`src/rtl/div_pkg.sv`:
```
// Shared constants and state encoding for the 16-by-8 unsigned divider.
// Imported by the divider top level and its step cell.
package div_pkg;

    localparam int N     = 8;
    localparam int DW    = 16;
    localparam int STEPS = 8;

    typedef enum logic [1:0] {
        IDLE = 2'd0,
        CALC = 2'd1,
        DONE = 2'd2
    } div_state_t;

endpackage

```
`src/rtl/div_step_us.sv`:
```
// One restoring division step: shift in a dividend bit, trial-subtract
// the divisor and keep the difference only when it is non-negative.
module div_step_us #(
    parameter int N = 8
) (
    input  logic [N:0]   r_in,
    input  logic         bit_in,
    input  logic [N-1:0] d,
    output logic [N:0]   r_out,
    output logic         q
);

    logic [N+1:0] wide;
    logic [N+1:0] diff;

    always_comb begin
        wide  = {r_in, bit_in};
        diff  = wide - {2'b00, d};
        q     = ~diff[N+1];
        r_out = q ? diff[N:0] : wide[N:0];
    end

endmodule

```
`src/rtl/div_16by8_unsigned.sv`:
```
// Sequential radix-2 restoring divider, 2N-bit dividend by N-bit divisor.
// Overflow and divide-by-zero resolve at the load edge without iterating.
module div_16by8_unsigned #(
    parameter int N = 8
) (
    input  logic           clk,
    input  logic           rst,
    input  logic           load,
    input  logic [2*N-1:0] a,
    input  logic [N-1:0]   b,
    output logic [N-1:0]   quot,
    output logic [N-1:0]   rem,
    output logic           busy,
    output logic           done,
    output logic           ovf,
    output logic           dbz
);

    import div_pkg::*;

    div_state_t   state_q, state_d;
    logic [N:0]   r_q, r_d;
    logic [N-1:0] sh_q, sh_d;
    logic [N-1:0] b_q, b_d;
    logic [3:0]   cnt_q, cnt_d;
    logic [N-1:0] quot_d, rem_d;
    logic         busy_d, done_d, ovf_d, dbz_d;

    logic [N:0]   r_step;
    logic         q_step;

    div_step_us #(.N(N)) u_step (
        .r_in   (r_q),
        .bit_in (sh_q[N-1]),
        .d      (b_q),
        .r_out  (r_step),
        .q      (q_step)
    );

    always_comb begin
        state_d = state_q;
        r_d     = r_q;
        sh_d    = sh_q;
        b_d     = b_q;
        cnt_d   = cnt_q;
        quot_d  = quot;
        rem_d   = rem;
        busy_d  = busy;
        done_d  = done;
        ovf_d   = ovf;
        dbz_d   = dbz;

        if (load) begin
            b_d    = b;
            sh_d   = a[N-1:0];
            r_d    = {1'b0, a[2*N-1:N]};
            cnt_d  = '0;
            ovf_d  = 1'b0;
            dbz_d  = 1'b0;
            unique case (1'b1)
                (b == '0): begin
                    dbz_d   = 1'b1;
                    quot_d  = '1;
                    rem_d   = a[N-1:0];
                    busy_d  = 1'b0;
                    done_d  = 1'b1;
                    state_d = DONE;
                end
                (b != '0 && a[2*N-1:N] >= b): begin
                    ovf_d   = 1'b1;
                    quot_d  = '1;
                    rem_d   = '0;
                    busy_d  = 1'b0;
                    done_d  = 1'b1;
                    state_d = DONE;
                end
                default: begin
                    quot_d  = '0;
                    rem_d   = '0;
                    busy_d  = 1'b1;
                    done_d  = 1'b0;
                    state_d = CALC;
                end
            endcase
        end else begin
            unique case (state_q)
                CALC: begin
                    r_d    = r_step;
                    sh_d   = {sh_q[N-2:0], 1'b0};
                    quot_d = {quot[N-2:0], q_step};
                    cnt_d  = cnt_q + 4'd1;
                    // Last of the STEPS iterations lands the final result.
                    if (cnt_q == 4'(STEPS - 1)) begin
                        rem_d   = r_step[N-1:0];
                        busy_d  = 1'b0;
                        done_d  = 1'b1;
                        state_d = DONE;
                    end
                end
                default: ;
            endcase
        end
    end

    always_ff @(posedge clk) begin
        if (rst) begin
            state_q <= IDLE;
            r_q     <= '0;
            sh_q    <= '0;
            b_q     <= '0;
            cnt_q   <= '0;
            quot    <= '0;
            rem     <= '0;
            busy    <= 1'b0;
            done    <= 1'b0;
            ovf     <= 1'b0;
            dbz     <= 1'b0;
        end else begin
            state_q <= state_d;
            r_q     <= r_d;
            sh_q    <= sh_d;
            b_q     <= b_d;
            cnt_q   <= cnt_d;
            quot    <= quot_d;
            rem     <= rem_d;
            busy    <= busy_d;
            done    <= done_d;
            ovf     <= ovf_d;
            dbz     <= dbz_d;
        end
    end

endmodule

```
`config.mk`:
```
export PLATFORM = sky130hd
export DESIGN_NAME = div_16by8_unsigned
export DESIGN_NICKNAME = d
export VERILOG_FILES = /design/src/rtl/div_pkg.sv /design/src/rtl/div_step_us.sv /design/src/rtl/div_16by8_unsigned.sv
export SDC_FILE = /design/constraint.sdc
export NUM_CORES = 1
export LEC_CHECK = 0
export BUFFER_PORTS_ARGS = -buffer_cell sky130_fd_sc_hd__clkbuf_2
export CAP_MARGIN = 10
export CORE_MARGIN = 3
export CORE_UTILIZATION = 50
export DETAILED_ROUTE_END_ITERATION = 10
export PLACE_DENSITY = 0.73
export SLEW_MARGIN = 25
export SYNTH_ARGS = -nofsm -noshare
export SYNTH_HDL_FRONTEND = slang
export SYNTH_SLANG_ARGS = --single-unit
```
`constraint.sdc`:
```
create_clock -name clk -period 2 [get_ports clk]
set_input_delay 0.4 -clock clk [delete_from_list [all_inputs] [get_ports clk]]
set_output_delay 0.4 -clock clk [all_outputs]
set_load 0.02 [all_outputs]
```
---- Yosys cells after proc, flatten, opt, wreduce, memory -nomap -nowiden ----
Cells that the tools add are included.
storage, ports and cells
  memory bits (read-only) ................. 0
  latch bits .............................. 0
  memories kept ........................... 0
  output and inout port bits .............. 20
  logic and storage cells ................. 52
  RAM bits ................................ 0
  bits in registers ....................... 51
  input bits .............................. 27
operators by class
  mux-type cells .......................... 26
  eq/ne operators ......................... 2
  shift operators ......................... 0
  $add $sub $neg .......................... 2
  reduce and logical (&&, ||, !) cells .... 8
  bitwise operators ....................... 1
  multipliers ............................. 0
  order comparisons ....................... 1
  div/mod/pow operators ................... 0
operators by type and width
  operator               number
  $mux W8                11
  $mux W1                10
  $sub A10 B8 Y10        1
  $mux W9                1
  $ge A8 B8 Y1           1
  $logic_not A8 Y1       1
  $mux W2                4
  $reduce_bool A8 Y1     1
  $add A4 B1 Y4 const B  1
  $eq A4 B3 Y1 const B   1
  $reduce_bool A2 Y1     2
  $reduce_or A2 Y1       2
  $eq A2 B1 Y1 const B   1
  $reduce_and A2 Y1      1
  $logic_and A1 B1 Y1    1
  $not A1 Y1             1

---- Longest topological paths before layout ----
  depth in word-level cells ............... 5
  gate-level depth with buffers ........... 11
  gate-level depth less buffers ........... 11

---- Modules after synthesis ----
Synthesis repeated with hierarchy kept, for this count alone.
unflattened totals
  cell total of the unflattened synthesis .. 323
  area total of the unflattened synthesis .. 2871.5 um^2
modules (own cells, without submodules)
  module              area each (um^2)  seq. area each (um^2)  cells each  times used
  div_16by8_unsigned  2306.0            980.9                  251         1
  div_step_us         565.5             0.0                    72          1

---- Worst setup path before layout ----
OpenSTA, ideal clock, no wires.
  path type ............................... register -> register
  start point ............................. reg b_q[4]
  end point ............................... reg r_q[3]
  setup slack ............................. -0.157 ns
  buffers on the path ..................... 0
  period minus slack after synthesis ...... 2.157 ns
  library setup time ...................... 0.136 ns
  arrival ................................. 2.021 ns
  stages on the path, launching flop included .. 10
  required time ........................... 1.864 ns
  cells stage by stage .................... dfxtp_1 > inv_1 > ha_1 > a21o_1 > a22o_1 > a21oi_2 > nand2_2 > xor2_2 > mux2i_1 > o221ai_1
between the ends
  word-level cells in the longest chain between the ends .. 4
RTL lines
  element                 line                       text
  start, declared         div_16by8_unsigned.sv:24   logic [N-1:0] b_q, b_d;
  start signal, assigned  div_16by8_unsigned.sv:110  b_q <= '0;
  start signal, assigned  div_16by8_unsigned.sv:122  b_q <= b_d;
  $sub A10 B8 Y10         div_step_us.sv:18          diff = wide - {2'b00, d};
  $mux W9                 div_step_us.sv:20          r_out = q ? diff[N:0] : wide[N:0];
  $mux W8                 div_16by8_unsigned.sv:86   unique case (state_q)
  $mux W8                 div_16by8_unsigned.sv:53   if (load) begin
  end signal, assigned    div_16by8_unsigned.sv:120  r_q <= r_d;
  end, declared           div_16by8_unsigned.sv:22   logic [N:0] r_q, r_d;
No other way between the ends. The select of a mux whose other input is x is not followed.
A chain may end at the register's enable or synchronous reset.

---- Worst setup path after layout ----
  start point ............................. reg sh_q[7]
  end point ............................... reg r_q[8]
between the ends
  word-level cells in the longest chain between the ends .. 2
RTL lines
  element                 line                       text
  start, declared         div_16by8_unsigned.sv:23   logic [N-1:0] sh_q, sh_d;
  start signal, assigned  div_16by8_unsigned.sv:109  sh_q <= '0;
  start signal, assigned  div_16by8_unsigned.sv:121  sh_q <= sh_d;
  $sub A10 B8 Y10         div_step_us.sv:18
  $mux W9                 div_step_us.sv:20
No other way between the ends.

==> flow_summary.yaml <==
outcome:
  status: "complete, but fails checks"
  violations: "negative setup slack"
worst_setup_path:
  critPathTopFamily: "compound AO/OA/AOI/OAI gates"
  critPathMaxFanout: 3
  critPathRequiredTime_ns: 2.24
  path_cells: "inv_2 > ha_4 > inv_2 > fa_2 > a21o_1 > a31oi_1 > nor2b_1 > o41a_1 > nor4_2 > a22oi_1 > a31oi_1"
  cp-end-kind: "flip-flop"
  slowest_delay_ns: 0.37
  arrival_ns: 2.54
  critPathKind: "flip-flop to flip-flop"
  start_kind: "flip-flop"
  path_buf_inv: 2
  crit_slowest_cell: "o41a_1"
logic_synthesis:
  syn_nets: 396
  synth_top_area_frac: 0.348
  yosys-top-cells-count: "dfxtp_1, nand2_1, nor2_1"
  syn_area_um2: 2820
  ys_seq_area_frac: 0.348
  synth-edff-count: 0
  yosys-top-cells-area: "dfxtp_1, ha_1, nand2_1"
  synth_cell_type_count: 54
  synthFlopType: "dfxtp_1"
  postSynth.asyncResetShare: 0
  ys_seq_elements: 49
  yosys.area.top_type: "dfxtp_1"
  yosysWarnings: 0
  syn_area_per_cell_um2: 8.04
  syn_inst: 351
sta:
  rsz0062_at_grt: "yes"
  period_needed_ns: 2.30
  setup_tns_ns: -3.84
  tightest_slew_ns: 0.837
  fmax_ghz: 0.434
  maxSlewViolCount: 0
  skew_ns: 0.00966
  relSlewSlack: 0.435
  finalCritPeriodShare: 1.15
  setup_ws_ns: -0.304
  setup_violations: 18
  timing.final.hold_violations: 0
grt:
  grt_antenna_before_repair: 0
  first_global_vias: 2793
  grt_usage: 0.260
  grt_pass1_wl_mm: 13.4
  grt_remaining_overflow: 0
  grt_max_degree: 26
flow_run:
  maxCapViolations: 0
pwr:
  power.switching_uw: 952
  swShare: 0.341
  peakVddDrop_mv: 0.534
  p_leak_nw: 1.74
  p_seq_frac: 0.392
  p_clk_frac: 0.212
  combPwrFrac: 0.396
  p_int_mw: 1.84
  power.density_nw_per_um2: 704
clock_tree:
  clock_tree.root_cell: "clkbuf_8"
  clock_path_buffers: 2
  cts_hold_buf: 0
  cts_buffers: 5
  cts_tree: "yes"
  cts_sinks: 49
  cts_htree_levels: 2
  clkTransAtPathRegs_ns: 0.10
  insertion_delay_ns: 0.30
min_path:
  hold_path.class: "primary input to flip-flop"
place:
  dpl_cell_area_um2: 3540
  globalplace.congestion: 0.917
  dp_cells: 499
  io_buffers: 46
  place_hpwl_mm: 5.76
die:
  die_y_um: 81.1
  io_pins: 47
  initial_utilization: 0.536
  die-area_um2: 6580
  core_area_um2: 5270
  die_x_um: 81.1
  placementRows: 26
cells_and_area:
  fill_cells: 372
  diodes: 0
  drive_gt1_frac: 0.385
  stdcell_area_um2: 3960
  fin_cells: 517
  areaGrowthSynthToFinish_pct: 40.3
  num-nets-final: 491
routing:
  drt-initial-drc-count: 344
  viasPerCell: 5.82
  wire_per_inst_um: 16.6
  wl_mm: 8.57
  antenna_left: 0
  drcViolationCount: 0
  vias: 3007
  dr.pass1.iters: 7
==> layer usage <==
metal  share of wire  vias up  track usage
met5               0        -            0
met1            0.43     1439        0.332
met4           0.018        0       0.0490
met2            0.49      119        0.466
li1                -     1429            -
met3           0.057       20       0.0377
==> power groups by stage <==
stage / Clock (mW) / Sequential, mW / Combinational, mW
5_1_grt: 0.633 / 1.10 / 1.18
2_1_floorplan: 0 / 1.14 / 0.486
3_5_place_dp: 0 / 1.11 / 0.846
3_3_place_gp: 0 / 1.11 / 0.837
4_1_cts: 0.594 / 1.09 / 0.978
6_report: 0.591 / 1.09 / 1.10
==> placed cells by master, fill, tap and decap left out, types with 3 or more instances in the layout <==
cell       n
buf_4     54
nand2_1   49
clkbuf_2  46
dfxtp_1   38
nor2_1    36
a21oi_1   26
inv_1     15
o21ai_0   14
mux2i_1   11
dfxtp_2   10
a22o_1     9
ha_1       9
a31oi_1    7
ha_4       7
a21oi_2    5
o21a_1     5
clkbuf_8   5
buf_6      5
inv_2      4
a21o_1     4
xnor2_1    4
nand3_1    4
nand4_1    4
and3_1     4
a22oi_1    3
nor2b_1    3
xor2_1     3
nand2b_1   3
==> kinds of logic after synthesis <==
family	Yosys count	share of synthesized area
and+or+nand+nor	120	0.190
AOI/OAI and AO/OA	104	0.247
DFF	49	0.348
buffers and inverters	38	0.0541
adders and majority gates	18	0.0824
muxes	14	0.0514
xor gates and xnor gates	8	0.0275
==> per-stage QoR <==
| step | util | hold slack [ns] | power [mW] | setup WS [ns] |
|---|---|---|---|---|
| floorplan | - | 0.454 | 1.63 | -0.0599 |
| detailed placement | 0.671 | 0.471 | 1.96 | -0.274 |
| CTS | 0.725 | 0.352 | 2.67 | -0.297 |
| finish | 0.752 | 0.349 | 2.79 | -0.304 |
| global placement | 0.671 | 0.465 | 1.95 | -0.226 |
| global route | 0.752 | 0.365 | 2.91 | -0.380 |
==> final cells by class <==
| cell class | instances | area (um2) | area share |
|---|---|---|---|
| clock buffer | 6 | 72.6 | 0.0183 |
| sequential | 49 | 997 | 0.252 |
| inverter | 20 | 75.1 | 0.0190 |
| tap | 70 | 87.6 | 0.0221 |
| timing repair buffer | 106 | 712 | 0.180 |
| clock inverter | 2 | 15.0 | 0.00379 |
| multi-input combinational | 264 | 2000 | 0.505 |
==> flip-flops by register name, indices dropped and copies added, names as in the netlist <==
name and count:
state_q 1, rem 8, r_q 9, dbz 1, b_q 8, done 1
quot 8, cnt_q 4, sh_q 8, ovf 1
==> worst register-to-register path, stage by stage (launching register included) <==
cell and delay, ns:
dfxtp_2 0.33, inv_2 0.07, ha_4 0.13, inv_2 0.04, fa_2 0.35, a21o_1 0.19, a31oi_1 0.21, nor2b_1 0.09
o41a_1 0.37, nor4_2 0.18, a22oi_1 0.12, a31oi_1 0.17
==> final timing paths <==
path / cells after the start / slack (ns) / endpoint / from
max: 11 / -0.30 / r_q[8] / sh_q[7]
min: 3 / 0.35 / sh_q[2] / a[2]
max reg2reg: 11 / -0.30 / r_q[8] / sh_q[7]
min reg2reg: 2 / 0.48 / cnt_q[1] / cnt_q[1]
==> timing repair <==
action,in CTS,in global routing
endpoints found under the setup margin,18,25
buffers inserted,3,8
resized for setup,45,13
pin swaps,15,13
Note: power is estimated with default switching activity, not from simulation.
